### config.mk
export PLATFORM = sky130hd
export DESIGN_NAME = num_rom_arbiter
export DESIGN_NICKNAME = d
export VERILOG_FILES = /design/src/rtl/num_rom_pkg.sv /design/src/rtl/num_rom_rr_arb.sv /design/src/rtl/num_rom_arbiter.sv
export SDC_FILE = /design/constraint.sdc
export NUM_CORES = 1
export LEC_CHECK = 0
export CORE_AREA = 2 2 74 76
export CTS_BUF_LIST = sky130_fd_sc_hd__clkbuf_4
export DETAILED_ROUTE_END_ITERATION = 8
export DIE_AREA = 0 0 76 78
export PLACE_DENSITY = 0.92
export SYNTH_ARGS = -nofsm -noshare
export SYNTH_HDL_FRONTEND = slang
export SYNTH_HIERARCHICAL = 1
export SYNTH_SLANG_ARGS = --single-unit
### constraint.sdc
create_clock -name clk -period 4 [get_ports clk]
set_input_delay 0.8 -clock clk [delete_from_list [all_inputs] [get_ports clk]]
set_output_delay 0.8 -clock clk [all_outputs]
set_load 0.005 [all_outputs]
### src/rtl/num_rom_pkg.sv
// Shared constants and helpers for the round-robin ROM read arbiter.
package num_rom_pkg;

    localparam int unsigned RdLatencyMin = 1;
    localparam int unsigned RdLatencyMax = 3;
    localparam int unsigned NReqMin      = 2;
    localparam int unsigned NReqMax      = 8;

    // Requester index width; a single bit is kept even for two requesters.
    function automatic int unsigned idx_width(input int unsigned n);
        return (n <= 2) ? 1 : $clog2(n);
    endfunction

endpackage

### src/rtl/num_rom_rr_arb.sv
// Round-robin pick with rotating priority pointer; grant is combinational.
module num_rom_rr_arb
    import num_rom_pkg::*;
#(
    parameter int unsigned N_REQ = 4,
    parameter int unsigned IDX_W = idx_width(N_REQ)
) (
    input  logic             clk,
    input  logic             rst,
    input  logic             en,
    input  logic [N_REQ-1:0] req,
    output logic [N_REQ-1:0] gnt,
    output logic [IDX_W-1:0] gnt_idx,
    output logic             gnt_any
);

    logic [IDX_W-1:0] ptr_q, ptr_d;
    int               cand;

    // Scan upward from the pointer, wrapping at N_REQ; first set request wins.
    always_comb begin
        gnt     = '0;
        gnt_idx = '0;
        gnt_any = 1'b0;
        cand    = 0;
        for (int k = 0; k < int'(N_REQ); k++) begin
            cand = int'(ptr_q) + k;
            if (cand >= int'(N_REQ)) begin
                cand = cand - int'(N_REQ);
            end
            if (!gnt_any && en && !rst && req[cand]) begin
                gnt[cand] = 1'b1;
                gnt_idx   = IDX_W'(cand);
                gnt_any   = 1'b1;
            end
        end
    end

    always_comb begin
        ptr_d = ptr_q;
        if (gnt_any) begin
            ptr_d = (gnt_idx == IDX_W'(N_REQ - 1)) ? '0 : gnt_idx + 1'b1;
        end
    end

    always_ff @(posedge clk or posedge rst) begin
        if (rst) begin
            ptr_q <= '0;
        end else begin
            ptr_q <= ptr_d;
        end
    end

endmodule

### src/rtl/num_rom_arbiter.sv
// Shares one external ROM between N_REQ requesters; a one-hot tag pipeline
// matching the ROM read latency steers the returning word to its requester.
module num_rom_arbiter
    import num_rom_pkg::*;
#(
    parameter int unsigned N_REQ      = 4,
    parameter int unsigned ADDR_WIDTH = 10,
    parameter int unsigned DATA_WIDTH = 32,
    parameter int unsigned RD_LATENCY = 1
) (
    input  logic                        clk,
    input  logic                        rst,
    input  logic                        en,
    input  logic [N_REQ-1:0]            req,
    input  logic [N_REQ*ADDR_WIDTH-1:0] req_addr,
    output logic [N_REQ-1:0]            gnt,
    output logic [N_REQ-1:0]            rsp_valid,
    output logic [DATA_WIDTH-1:0]       rsp_data,
    output logic [ADDR_WIDTH-1:0]       rom_addr,
    output logic                        rom_clk_en,
    input  logic [DATA_WIDTH-1:0]       rom_rd_data
);

    localparam int unsigned IdxW = idx_width(N_REQ);
    localparam int unsigned Lat  = (RD_LATENCY < RdLatencyMin) ? RdLatencyMin :
                                   (RD_LATENCY > RdLatencyMax) ? RdLatencyMax : RD_LATENCY;

    logic [IdxW-1:0]       gnt_idx;
    logic                  gnt_any;
    logic [ADDR_WIDTH-1:0] rom_addr_q;
    logic [N_REQ-1:0]      tag_q [Lat];
    logic                  in_flight;

    num_rom_rr_arb #(
        .N_REQ (N_REQ),
        .IDX_W (IdxW)
    ) u_arb (
        .clk     (clk),
        .rst     (rst),
        .en      (en),
        .req     (req),
        .gnt     (gnt),
        .gnt_idx (gnt_idx),
        .gnt_any (gnt_any)
    );

    // Address is presented in the grant cycle itself; otherwise the last one is held.
    always_comb begin
        rom_addr = rom_addr_q;
        if (gnt_any) begin
            rom_addr = req_addr[gnt_idx*ADDR_WIDTH +: ADDR_WIDTH];
        end
    end

    always_ff @(posedge clk or posedge rst) begin
        if (rst) begin
            for (int s = 0; s < int'(Lat); s++) begin
                tag_q[s] <= '0;
            end
            rom_addr_q <= '0;
        end else begin
            tag_q[0] <= gnt;
            for (int s = 1; s < int'(Lat); s++) begin
                tag_q[s] <= tag_q[s-1];
            end
            rom_addr_q <= rom_addr;
        end
    end

    always_comb begin
        in_flight = 1'b0;
        for (int s = 0; s < int'(Lat); s++) begin
            in_flight = in_flight | (|tag_q[s]);
        end
    end

    assign rsp_valid  = tag_q[Lat-1];
    assign rsp_data   = rom_rd_data;
    assign rom_clk_en = gnt_any | in_flight;

endmodule
==> flow_metrics.py <==
metrics = {
    "floorplanning": {
        "starting_density_of_the_core_pct": 34.2,
        "floorplan.die.height_um": 78,
        "die-area_sq_um": 5930,
        "placeableCoreArea_sq_um": 5040,
        "die_width_um": 76,
        "row_count": 26,
        "floorplan.io_pins": 130,
    },
    "timing": {
        "clock-skew-final_ps": 1.82,
        "fin_worst_hold_slack_ps": 509,
        "fin_crit_sh_pct": 99.6,
        "worstMarginPinSlew_ps": 551,
        "finalWorstSetupSlack_ps": 14.3,
        "final.setup.tns_ps": 0,
        "setup-violations-final": 0,
        "hold_viol_final": 0,
        "layout_min_cycle_time_ps": 3990,
        "maxClockFrequency_ghz": 0.251,
        "slew_headroom_pct": 63.2,
        "max_transition_viols_final": 0,
    },
    "final_layout": {
        "fin_util_pct": 53.6,
        "antenna-diode-count": 0,
        "syn_to_final_growth_pct": 56.8,
        "final-instance-count-excl-fill": 333,
        "layout_cells_sized_above_1_pct": 36.9,
        "mostFrequentLayoutCell": "clkdlybuf4s50_1",
        "mostFrequentLayoutCells": "clkdlybuf4s50_1 (51), buf_4 (50), mux2i_1 (16), dfrtp_1 (16), nand2b_1 (14)",
        "num-nets-final": 351,
    },
    "setup_path": {
        "reg2regPathDepth": 20,
        "startpoint_kind_of_the_worst_setup_timing_path": "input port",
        "reg2reg_setup_slack_ps": 120,
        "worst-setup-path-type": "in2out",
        "critical_path.endpoint_type": "output port",
        "crit_fanout": 5,
        "worst_ep_arrival_time_ps": 3190,
        "critical_path_required_ps": 3200,
        "critical_path.reg2reg.endpoint": "rom_addr_q[0]",
    },
    "clocking": {
        "clock_tree_from_tritoncts": "yes",
        "ctsLongestPathBuffers": 2,
        "cts-htree-levels": 1,
        "worst_setup_hold_path_clk_slew_ps": 90,
        "post_cts_hold_fix_bufs": 0,
        "clock_buffer_count_from_cts": 3,
        "clock_net_sink_count": 16,
        "insertion_delay_ps": 280,
        "root_buffer": "clkbuf_4",
    },
    "placed_design": {
        "place.detailed.instances": 309,
        "routabilityCongestion": 0.877,
        "hpwl_um": 3710,
        "pre_cts_setup_slack_ps": -492,
        "placement.io_buffers": 65,
    },
    "routing": {
        "vias": 1694,
        "drcViolationCount": 0,
        "detail_route.iter0.violations": 57,
        "wl_per_cell_um": 16.9,
        "drt_pre_antenna_iters": 4,
        "routed_wl_um": 5630,
        "drt.antenna.violating_nets": 0,
        "avgViaCountPerCell": 5.09,
    },
    "yosys": {
        "post_synthesis_cell_type_count": 43,
        "yosysSeqAreaShare_pct": 23.2,
        "syn_avg_cell_area_sq_um": 9.48,
        "syn-cell-area_sq_um": 1730,
        "yosys_warnings": 6,
        "async_flop_share_pct": 100,
        "synth.top_cell.area_share_pct": 23.2,
        "netlist_instances": 182,
        "yosys_register_bits": 16,
        "postSynthNetCount": 269,
        "synth_top_area_cell": "dfrtp_1",
        "postSynth.topFlopCell": "dfrtp_1",
        "yosys-top-cells-area": "dfrtp_1 (23%), buf_4 (14%), mux2i_1 (12%), ha_1 (5.8%), nand2b_1 (5.4%)",
        "synth-edff-count": 0,
    },
    "outcome": {
        "status": "complete, no violations",
    },
    "global_routing": {
        "grt_antenna_before_repair": 0,
        "vias_in_the_first_global_route": 1710,
        "grt_overflow": 0,
        "grt_usage_pct": 17.4,
        "grt_first_pass_wirelength_um": 8540,
        "grt_max_degree": 21,
    },
    "min_path": {
        "timing.hold.worst_path_depth": 2,
        "min_to": "rom_addr_q[8]",
        "holdCritPathClass": "reg2reg",
        "holdCritStartpoint": "rom_addr_q[8]",
    },
    "pwr": {
        "total_leakage_power_nw": 1.19,
        "power.density_nw_per_um2": 709,
        "ir_drop_mv": 0.389,
    },
    "flow_run": {
        "maxCapViolations": 0,
    },
}
[cell usage after synthesis, types with 2 or more instances]
cell	count
o221ai_1	10
nor3_1	5
nand2_1	10
mux2i_1	21
ha_1	8
clkbuf_1	3
a21oi_1	3
inv_1	5
and2_1	2
buf_6	4
buf_2	3
mux4_2	3
mux2_2	3
buf_4	33
nand2b_1	15
nor2_1	3
dfrtp_1	16
a22oi_1	10
[worst max-delay path, stage by stage]
cell and delay [ps]:
buf_2 100, mux4_2 510, a2111oi_4 490, nor3_2 90, o31a_1 300, buf_6 150
buf_16 130, mux2i_1 120, o221ai_1 220, clkdlybuf4s15_1 260
[routing by layer]
layer	part of all wire [%]	routed length (um)	vias up	GRT usage (%)
met4	1.6	88	0	4.91
met1	41	2290	811	20.4
met3	7.6	429	12	5.12
li1	-	-	797	-
met5	0	0	-	0
met2	50	2820	74	31.1
[metrics by stage]
stage          cell area, sq um  total power [mW]
3_3_place_gp               2420              1.42
6_report                   2710              1.92
2_1_floorplan              1730             0.946
3_5_place_dp               2420              1.46
5_1_grt                    2710              2.05
4_1_cts                    2610              1.77
[registers in the layout (all words and copies together) (netlist names), named ones only]
register,cells
rsp_valid,4
rom_addr_q,10
u_arb/ptr_q,1
[report_power, final]
group          leakage, nW  internal, mW  switching [mW]
logic                0.969         0.922           0.652
clock network       0.0154        0.0362          0.0490
registers            0.203         0.231          0.0285
total                 1.19          1.19           0.730
[cells by family after synthesis]
group	synth area share (%)
buffers and inverters	19.9
AND/OR/NAND/NOR	15.1
AO/OA/AOI/OAI	18.0
multiplexers	18.1
flip-flops	23.2
adder cells (fa/ha/maj)	5.80
[area by class of cell]
class | count | area, sq um
multi-input combinational | 117 | 1080
fill | 424 | 2340
clock inverter | 1 | 3.75
sequential | 16 | 400
tap | 70 | 87.6
clock buffer | 3 | 22.5
timing repair buffer | 121 | 1090
inverter | 5 | 18.8
[how the worst max path moves through the flow]
| stage | startpoint | end | cells after the start | slack, ps |
|---|---|---|---|---|
| final | req[2] | rom_addr[7] | 10 | 10 |
| after detailed placement | req[2] | rom_addr[4] | 9 | -490 |
| after global placement | req[1] | rom_addr[4] | 9 | -440 |
| after global routing | req[2] | rom_addr[9] | 11 | -40 |
| after floorplan | flip-flop | rom_addr[0] | 12 | 200 |
| after CTS | req[3] | rom_addr[7] | 10 | -30 |
[timing repair]
action,4_1_cts,5_1_grt
buffers inserted,16,2
pin swaps,9,6
gates resized for setup,49,23
cloned,2,1
setup endpoints to repair,11,11
No activity file was read; power rests on OpenSTA's default activity.
